### src/rtl/display_reader.sv
// rtl/display_reader.sv - decodes a multiplexed active-low seven-segment bus back into per-digit BCD.
// Optional decimal-point capture is enabled by defining DISPLAY_READER_DP_EN.
module display_reader #(
  parameter int DIGITS = 4,
  parameter int SETTLE = 3,
  localparam int DW = (DIGITS > 2) ? $clog2(DIGITS) : 1
) (
  input  logic                  Clock,
  input  logic                  Reset,
  input  logic [6:0]            Segmentos,
  input  logic [DIGITS-1:0]     Anodos,
`ifdef DISPLAY_READER_DP_EN
  input  logic                  Ponto,
  output logic [DIGITS-1:0]     Pontos,
`endif
  output logic [4*DIGITS-1:0]   Valor,
  output logic [DW-1:0]         Digito,
  output logic                  Valido,
  output logic                  Erro
);
  localparam int CW = $clog2(SETTLE + 1);

  typedef enum logic [1:0] {ST_IDLE, ST_SETTLE, ST_HOLD} state_t;

  state_t            r_state, w_state_nx;
  logic [DIGITS-1:0] r_an;
  logic [6:0]        r_seg;
  logic [CW-1:0]     r_cnt, w_cnt_nx;
  logic              w_onehot, w_same, w_capture, w_pat_ok;
  logic [3:0]        w_code;
  logic [DW-1:0]     w_idx;
`ifdef DISPLAY_READER_DP_EN
  logic              r_dp;
`endif

  // The pair being registered on this edge is compared with the pair already held.
  assign w_onehot = ($countones(~Anodos) == 1);
`ifdef DISPLAY_READER_DP_EN
  assign w_same = (Anodos == r_an) && (Segmentos == r_seg) && (Ponto == r_dp);
`else
  assign w_same = (Anodos == r_an) && (Segmentos == r_seg);
`endif

  always_comb begin
    w_pat_ok = 1'b1;
    w_code   = 4'hF;
    case (Segmentos)
      7'b0000001: w_code = 4'd0;
      7'b1001111: w_code = 4'd1;
      7'b0010010: w_code = 4'd2;
      7'b0000110: w_code = 4'd3;
      7'b1001100: w_code = 4'd4;
      7'b0100100: w_code = 4'd5;
      7'b0100000: w_code = 4'd6;
      7'b0001111: w_code = 4'd7;
      7'b0000000: w_code = 4'd8;
      7'b0001100: w_code = 4'd9;
      7'b1111111: w_code = 4'hF;
      default:    w_pat_ok = 1'b0;
    endcase
  end

  // Descending scan so the lowest low anode wins; only consulted when one-hot.
  always_comb begin
    w_idx = '0;
    for (int i = DIGITS - 1; i >= 0; i--) begin
      if (!Anodos[i]) w_idx = DW'(i);
    end
  end

  always_comb begin
    w_state_nx = r_state;
    w_cnt_nx   = r_cnt;
    w_capture  = 1'b0;
    if (!w_onehot) begin
      w_state_nx = ST_IDLE;
      w_cnt_nx   = '0;
    end else if (!w_same) begin
      w_state_nx = ST_SETTLE;
      w_cnt_nx   = '0;
    end else if (r_state == ST_HOLD) begin
      w_cnt_nx   = CW'(SETTLE);
    end else if (r_cnt == CW'(SETTLE - 1)) begin
      w_state_nx = ST_HOLD;
      w_cnt_nx   = CW'(SETTLE);
      w_capture  = 1'b1;
    end else begin
      w_cnt_nx   = r_cnt + 1'b1;
    end
  end

  always_ff @(posedge Clock) begin
    if (Reset) begin
      r_state <= ST_IDLE;
      r_cnt   <= '0;
      r_an    <= '1;
      r_seg   <= '1;
      Valor   <= '1;
      Digito  <= '0;
      Valido  <= 1'b0;
      Erro    <= 1'b0;
`ifdef DISPLAY_READER_DP_EN
      r_dp    <= 1'b1;
      Pontos  <= '0;
`endif
    end else begin
      r_state <= w_state_nx;
      r_cnt   <= w_cnt_nx;
      r_an    <= Anodos;
      r_seg   <= Segmentos;
      Valido  <= w_capture && w_pat_ok;
      Erro    <= w_capture && !w_pat_ok;
`ifdef DISPLAY_READER_DP_EN
      r_dp    <= Ponto;
`endif
      if (w_capture) begin
        Digito <= w_idx;
        if (w_pat_ok) Valor[4*w_idx +: 4] <= w_code;
`ifdef DISPLAY_READER_DP_EN
        Pontos[w_idx] <= ~Ponto;
`endif
      end
    end
  end
endmodule

### config.mk
export PLATFORM = sky130hd
export DESIGN_NAME = display_reader
export DESIGN_NICKNAME = d
export VERILOG_FILES = /design/src/rtl/display_reader.sv
export SDC_FILE = /design/constraint.sdc
export NUM_CORES = 1
export LEC_CHECK = 0
export CAP_MARGIN = 20
export CORE_ASPECT_RATIO = 0.6
export CORE_MARGIN = 3
export CORE_UTILIZATION = 40
export DETAILED_ROUTE_END_ITERATION = 16
export SLEW_MARGIN = 30
export SYNTH_ARGS = -nofsm -noshare
export SYNTH_HDL_FRONTEND = slang
export SYNTH_SLANG_ARGS = --single-unit
### constraint.sdc
create_clock -name Clock -period 5.4 [get_ports Clock]
set_input_delay 0.81 -clock Clock [delete_from_list [all_inputs] [get_ports Clock]]
set_output_delay 0.81 -clock Clock [all_outputs]
set_load 0.02 [all_outputs]
# After elaboration in Yosys (flattened, before gate mapping)

Index checks and enable logic that the tools add are counted.

Bits of input ports: 13
Logic and storage cells: 64
Output and inout port bits: 20
Register bits after elaboration: 35

Eq/ne operators: 17
Shift-type cells: 2
Bitwise gates (word level): 4
Muxes and demuxes: 16
Add/sub/neg operators: 5
Reductions and logical operators: 11

Operators by type and width:

| cell                                                                    | number |
|---|---|
| 4-bit case mux with 10 select lines                                     | 1 |
| 4-bit negator with 34-bit output                                        | 1 |
| 4-bit by 34-bit variable shift with 16-bit output, first input constant | 1 |
| 4-bit by 34-bit variable part select with 16-bit output                 | 1 |
| 7-bit == test, second input constant                                    | 3 |
| 16-bit bitwise mux                                                      | 1 |
| 7-bit by 4-bit == test with 1-bit output, second input constant         | 2 |
| 7-bit by 6-bit == test with 1-bit output, second input constant         | 2 |
| 2-bit two-way mux                                                       | 6 |
| 11-bit OR reduction                                                     | 1 |
| 1-bit two-way mux                                                       | 8 |
| 7-bit by 1-bit == test with 1-bit output, second input constant         | 1 |
| 7-bit by 3-bit == test with 1-bit output, second input constant         | 1 |
| 7-bit by 5-bit == test with 1-bit output, second input constant         | 1 |
| 7-bit == test                                                           | 1 |
| 7-bit zero test                                                         | 1 |
| 2-bit AND reduction                                                     | 3 |
| 1-bit by 1-bit adder with 2-bit output                                  | 2 |
| 2-bit == test, second input constant                                    | 2 |
| 4-bit == test                                                           | 1 |
| 4-bit inverter                                                          | 1 |
| 2-bit by 2-bit adder with 3-bit output                                  | 1 |
| 3-bit by 1-bit == test with 1-bit output, second input constant         | 1 |
| 1-bit logical AND                                                       | 3 |
| 7 further kinds                                                         | 9 |

# Depth between registers and ports, before layout

Gate-level depths: netlist of run 1.

Depth in word-level cells: 7
Depth in mapped cells: 10
Gate-level depth less buffers: 10

# Worst setup path before layout of run 1

OpenSTA, ideal clock, no wires.

Path kind: input port to flip-flop
From: in Anodos[0]
To: reg Valor[10]
Setup time: 0.079 ns
Arrival time: 3.285 ns
Data required time: 5.321 ns
Path buffers: 0
Stages on the path: 10
Setup slack: 2.036 ns
Path through: fa_1 > inv_1 > ha_1 > ha_1 > nor3b_2 > nand3_1 > nor4_4 > o31ai_2 > or3_4 > o211ai_1

Cells in the longest elaborated chain, start to end: 6
Elaborated cells between the ends (all ways): 14
Classes of those cells: add/sub (3); eq/ne (2); shift (2); mux (4); bitwise (1); reduce/logical (2)

Ends and longest elaborated chain:

| what                                                                     | line | text |
|---|---|---|
| start: declaration                                                       | 11   | `input logic [DIGITS-1:0] Anodos,` |
| branches (longest 6 deep; another with 4-bit negator with 34-bit output) | n/a  |  |
| end signal: indexed assignment                                           | 118  | `if (w_pat_ok) Valor[4*w_idx +: 4] <= w_code;` |
| end: declaration                                                         | 16   | `output logic [4*DIGITS-1:0] Valor,` |

Several ways; the timed one is not identified.
A chain may end at the register's enable or synchronous reset.

# Worst setup path after layout of run 1

From: in Anodos[1]
To: reg Valor[8]

Cells in the longest elaborated chain, start to end: 6
Elaborated cells between the ends (all ways): 15
Classes of those cells: add/sub (3); eq/ne (2); shift (2); mux (5); bitwise (1); reduce/logical (2)

Ends and longest elaborated chain:

| what |
|---|
| branches (longest 6 deep; another with 4-bit negator with 34-bit output) |

Several ways; the timed one is not identified.

==> reports/qor.yml, run 1 <==
cells_and_area:
  final_common_cell: "dfxtp_1"
  area_growth_pct: 21.9
  layout.nets: 250
  final_cell_count_no_fill: 289
  finish.utilization_pct: 52.5
  design_area_mm2: 0.00224
  final_layout_size_suffix_gt1_share_pct: 13.1
  layout_common_cells: "dfxtp_1, clkdlybuf4s50_1, inv_1, o21ai_0"
  antennaDiodeCount: 0
timing:
  hold_viol: 0
  rsz0062_at_grt: "no"
  period_share_pct: 73.0
  fmax_mhz: 254
  fin_ws_ns: 1.46
  tns_ns: 0
  tightest_slew_ns: 0.882
  finalMaxSlewViolations: 0
  timing.hold.ws_ns: 0.453
  slew_headroom_pct: 40.7
  fin_crit_ns: 3.94
  fin_skew_ns: 0.00398
  setup_viol: 0
worst_hold_path:
  hp-start: "r_cnt[0]$_SDFF_PP0_"
  hp-class: "reg2reg"
clock_network:
  cts.clk_slew.worst_paths_ns: 0.06
  numClockSinks: 35
  cts_root_buffer: "clkbuf_8"
  post-cts-setup-buffers: 0
  clk_latency_ns: 0.28
  htreeDepth: 2
  cts_resized: 0
  postCtsHoldBufs: 0
  numCtsBuffers: 5
  cts_tree: "built"
  ctsLongestPathBuffers: 2
global_route:
  grt_pass1_vias: 1516
  track_usage_pct: 17.1
  grt_max_degree: 18
  antenna_found_initial: 0
  globalRouteOverflowTotal: 0
  grt_first_pass_wirelength_um: 7360
setup_path:
  arrival_ns: 4.14
  start_kind: "input pin"
  worst_path_most_repeated_cell: "ha_1"
  worstSetupStartpoint: "Anodos[1]"
  slowest_stage: "fa_1"
  crit_fanout: 6
  crit_required_ns: 5.59
  cpPeakStageDelay_ns: 0.55
  endpoint_kind: "flop"
  path_class: "in2reg"
  r2r_start: "r_cnt[0]$_SDFF_PP0_"
  worstPathCellList: "clkdlybuf4s50_1 > fa_1 > inv_1 > ha_1 > ha_1 > nor3b_2 > nand3_1 > nor4_4 > o31ai_2 > or3_4 > o211ai_1"
synth:
  yosysSeqAreaShare_pct: 38.2
  async_reset_ff_share_pct: 0
  syn_nets: 221
  synthCells: 200
  yosys.area_share.adder_pct: 5.87
  synth_warnings: 0
  synth-xor-area-share_pct: 6.62
  synth_edf_count: 0
  synthMuxAreaShare_pct: 1.09
  synth_top_family_by_area: "simple AND/OR/NAND/NOR gates"
  syn-cell-area_mm2: 0.00183
  synthFlopType: "dfxtp_1"
  synth.avg_cell_area_um2: 9.17
  synth_seq_cells: 35
  synth.distinct_cells: 45
  synth_compound_gate_area_share_pct: 17.2
  synth-simple-area-share_pct: 23.3
floorplanning:
  initial_core_util_pct: 43.1
  die-area_mm2: 0.00546
  die_h_um: 58.5
  io_pins: 33
  fp-row-count: 18
  die_x_um: 93.4
  fp.coreArea_mm2: 0.00426
drt:
  drtIter0Drc: 60
  drtPass1Iterations: 4
  wire_per_inst_um: 15.0
  vias: 1591
  finalWirelength_um: 4330
  ant_nets: 0
  via_per_inst: 5.51
  drc: 0
place:
  gp_congestion: 0.850
  pre_cts_ws_ns: 1.18
  hpwl_um: 3230
  place_inst: 282
  io_buffers: 32
  place_area_mm2: 0.00215
pwr:
  total_leakage_power_nw: 0.863
  cellPowerDensity_mw_per_mm2: 233
  power_mw: 0.521
  ir_drop_mv: 0.115
run:
  cap_violations: 0
run_status:
  outcome: "complete, no violations"
[final cells by class]
cell class              instances  area [µm²]
repair buffers                 32         320
well taps                      60        75.1
flip-flops and latches         35         701
clock buffers                   6        82.6
inverters                      16        60.1
clock inverters                 1        5.00
fillers                       375        2020
multi-input cells             139         992
[worst paths after layout]
kind / endpoint / slack, ns / cells past startpoint
setup / recovery: Valor[8]$_SDFFE_PP1P_ / 1.46 / 11
hold / removal: r_cnt[0]$_SDFF_PP0_ / 0.45 / 1
setup reg to reg: Valor[8]$_SDFFE_PP1P_ / 3.25 / 7
hold reg to reg: r_cnt[0]$_SDFF_PP0_ / 0.45 / 1
[synthesized netlist by cell type, drive strengths merged, types with 3 or more instances]
| cell type | number | area share [%] |
|---|---|---|
| nor2 | 12 | 2.5 |
| o311ai | 3 | 1.8 |
| nand2 | 12 | 2.5 |
| a21oi | 7 | 1.9 |
| ha | 7 | 4.8 |
| or2 | 10 | 3.4 |
| nand3 | 8 | 2.9 |
| nand3b | 3 | 1.2 |
| buf | 8 | 4.0 |
| o31ai | 4 | 1.9 |
| o21ai | 14 | 4.0 |
| o211ai | 10 | 4.1 |
| a221o | 3 | 1.6 |
| a31oi | 3 | 1.0 |
| inv | 16 | 3.3 |
| nor3 | 3 | 0.82 |
| xnor2 | 11 | 5.7 |
| nand4 | 5 | 2.0 |
| dfxtp | 35 | 38 |
| nor4 | 5 | 2.5 |
[kinds of logic (layout without fill, tap and decap cells)]
family | count (synthesis) | in the layout
AO/OA/AOI/OAI | 46 | 46
multiplexers | 2 | 2
flip-flops | 35 | 35
buffers and inverters | 26 | 55
adder cells (fa/ha/maj) | 8 | 8
XOR/XNOR | 13 | 13
AND/OR/NAND/NOR | 70 | 70
[worst max-delay path: cells and delay by family]
family / cells / cell delay, ns
simple gates: 4 / 1.34
compound gates: 2 / 0.39
fa+ha+maj: 3 / 1.01
buf+inv: 2 / 0.57
[registers in the layout (all words and copies together) (netlist names)]
| name | count |
|---|---|
| r_state | 2 |
| Erro | 1 |
| Digito | 2 |
| r_an | 4 |
| r_cnt | 2 |
| Valido | 1 |
| r_seg | 7 |
| Valor | 16 |
[report_power, final]
part / total (mW) / internal [mW] / switching (mW)
Clock: 0.186 / 0.0999 / 0.0862
Sequential: 0.266 / 0.263 / 0.00224
Combinational: 0.0692 / 0.0292 / 0.0400
[per-layer routing]
metal / share of wire, % / GRT usage, %
met5: 0 / 0
met4: 0.90 / 3.76
met3: 8.0 / 4.73
met2: 41 / 25.1
met1: 50 / 25.0
Power figures use the tool's default switching activity.
==> run 2: changes to the inputs <==
==> constraint.sdc (replaced) <==
create_clock -name Clock -period 4 [get_ports Clock]
set_input_delay 0.6 -clock Clock [delete_from_list [all_inputs] [get_ports Clock]]
set_output_delay 0.6 -clock Clock [all_outputs]
set_load 0.02 [all_outputs]
==> run 2 against run 1 <==
  * Non-clock buffer count up 2
  * Cell area is 0.50% higher
  * Sequential cell count stayed put
  * Die area unchanged
  * Worst hold slack worse by 0.0047 ns
  * First-iteration DRC count increased by 35%
==> reports/qor.yml, run 2 (synthesized netlist as in run 1, its figures left out) <==
run_status:
  outcome: "complete, no violations"
setup_path:
  start_kind: "input pin"
  reg2reg_setup_slack_ns: 1.83  # -1.42 ns
  r2r_end: "Valor[7]$_SDFFE_PP1P_"
  path_class: "in2reg"
  critical_path.endpoint: "Valor[7]$_SDFFE_PP1P_"
  worst_path_most_repeated_cell: "ha_1"
  r2r_start: "r_cnt[0]$_SDFF_PP0_"
  worstSetupStartpoint: "Anodos[0]"
  endpoint_kind: "flop"
  crit_fanout: 9  # +3
  crit_required_ns: 4.14  # -1.45 ns
  worstPathCellList: "clkdlybuf4s50_1 > fa_1 > inv_1 > ha_1 > ha_1 > nor3b_2 > nand3_1 > nor4_1 > o31ai_1 > o21ai_0 > o211ai_1"
  arrival_ns: 3.86  # -0.28 ns
  slowest_stage: "nor4_1"
  cpPeakStageDelay_ns: 0.58  # +0.03 ns
  reg2regPathDepth: 7  # unchanged
timing:
  fin_crit_ns: 3.72
  tns_ns: 0  # unchanged
  period_share_pct: 93.1
  slew_headroom_pct: 43.2  # +2.5 points
  setup_viol: 0  # unchanged
  rsz0062_at_grt: "no"
  fmax_mhz: 269
  fin_skew_ns: 0.00650  # +0.00251 ns
  tightest_slew_ns: 0.844  # -0.0376 ns
  fin_ws_ns: 0.277  # -1.18 ns
  finalMaxSlewViolations: 0  # unchanged
  hold_viol: 0  # unchanged
pwr:
  cellPowerDensity_mw_per_mm2: 309  # +33%
  total_leakage_power_nw: 0.874  # +1.3%
  ir_drop_mv: 0.124  # +7.4%
cells_and_area:
  largest_registers: "Valor (16), r_seg (7), r_an (4)"
  top_register: "Valor"
  regArea_um2: 701  # unchanged
  layout_common_cells: "dfxtp_1, clkdlybuf4s50_1, inv_1, o21ai_0"
  antennaDiodeCount: 0  # unchanged
  final_layout_size_suffix_gt1_share_pct: 14.2  # +1.1 points
  multi_input_area_um2: 992  # unchanged
  layout.nets: 252  # +0.80%
  area_growth_pct: 22.5
  final_common_cell: "dfxtp_1"
  largest_reg_flops: 16  # unchanged
  n_fill_cell: 376  # +0.27%
global_route:
  track_usage_pct: 17.0  # -0.073 points
  grt_first_pass_wirelength_um: 7200  # -2.2%
  grt_pass1_vias: 1510  # -0.40%
  grt_max_degree: 18  # unchanged
  antenna_found_initial: 0  # unchanged
  globalRouteOverflowTotal: 0  # unchanged
drt:
  ant_nets: 0  # unchanged
  vias: 1564  # -1.7%
  drtIter0Drc: 81  # +35%
  drtPass1Iterations: 4  # unchanged
  finalWirelength_um: 4350  # +0.58%
  drc: 0  # unchanged
  wire_per_inst_um: 14.9  # -0.46%
  via_per_inst: 5.36  # -2.7%
clock_network:
  cts.clk_slew.worst_paths_ns: 0.07  # about the same
  postCtsHoldBufs: 0  # unchanged
  htreeDepth: 2  # unchanged
  ctsLongestPathBuffers: 2  # unchanged
  numClockSinks: 35  # unchanged
  cts_tree: "built"
  post-cts-setup-buffers: 0  # unchanged
  numCtsBuffers: 5  # unchanged
  cts_resized: 0  # unchanged
  cts_root_buffer: "clkbuf_8"
  clk_latency_ns: 0.29  # about the same
place:
  hpwl_um: 3260  # +0.98%
  gp_congestion: 0.767  # -9.7%
  pre_cts_ws_ns: 0.0609  # -1.12 ns
  io_buffers: 32  # unchanged
floorplanning:
  fp.coreArea_mm2: 0.00426  # unchanged
  io_pins: 33  # unchanged
  die_h_um: 58.5  # unchanged
  fp-row-count: 18  # unchanged
  die-area_mm2: 0.00546  # unchanged
  die_x_um: 93.4  # unchanged
  initial_core_util_pct: 43.1  # unchanged
run:
  cap_violations: 0  # unchanged
worst_hold_path:
  hp-class: "reg2reg"
==> run 2: cell count changes in the layout (fill, tap and decap cells not counted), sizes merged <==
| cell | previous run | this run |
|---|---|---|
| clkinv | 1 | 3 |
| clkbuf | 6 | 5 |
| buf | 0 | 2 |
==> run 2: routing by layer <==
| metal | up-vias | routed length [µm] | GRT usage, % |
|---|---|---|---|
| met4 | 0 | 46 | 6.05 |
| met3 | 7 | 311 | 4.73 |
| met5 | - | 0 | 0 |
| met2 | 52 | 1800 | 24.1 |
| met1 | 741 | 2190 | 24.7 |
| li1 | 764 | - | - |
==> run 2: worst min-delay path by stage <==
| stage | cells past startpoint | endpoint | from |
|---|---|---|---|
| after floorplan | 1 | r_cnt[0]$_SDFF_PP0_ | r_cnt[0]$_SDFF_PP0_ |
| after global placement | 1 | r_cnt[0]$_SDFF_PP0_ | r_cnt[0]$_SDFF_PP0_ |
| after detailed placement | 1 | r_cnt[0]$_SDFF_PP0_ | r_cnt[0]$_SDFF_PP0_ |
| after CTS | 1 | r_cnt[0]$_SDFF_PP0_ | r_cnt[0]$_SDFF_PP0_ |
| after global routing | 1 | r_cnt[0]$_SDFF_PP0_ | r_cnt[0]$_SDFF_PP0_ |
| final | 1 | r_cnt[0]$_SDFF_PP0_ | r_cnt[0]$_SDFF_PP0_ |
==> run 2: worst max-delay path: cells and delay by family <==
kind	cells	cell delay, ns
adder cells (fa/ha/maj)	3	1.02
AO/OA/AOI/OAI	3	0.72
AND/OR/NAND/NOR	3	0.97
buffers and inverters	2	0.56
==> run 2: area by class of cell <==
cell class,instances,area share (%)
Multi-Input combinational cell,139,44.2
Clock inverter,3,0.668
Tap cell,60,3.34
Timing Repair Buffer,34,14.9
Clock buffer,5,3.06
Inverter,16,2.67
Sequential cell,35,31.2
==> run 2: power breakdown <==
group	leakage [nW]	switching [mW]	internal (mW)
clock	0.0477	0.124	0.119
sequential	0.286	0.00300	0.355
combinational	0.540	0.0538	0.0398
==> run 2: metrics by stage <==
step	total power [mW]	utilization, %	area [µm²]	hold slack [ns]	cells
floorplan	0.435	-	1830	0.417	200
global placement	0.456	50.8	2160	0.436	284
detailed placement	0.460	50.8	2160	0.447	284
CTS	0.705	52.8	2250	0.456	292
global route	0.729	52.8	2250	0.505	292
finish	0.695	52.8	2250	0.448	292
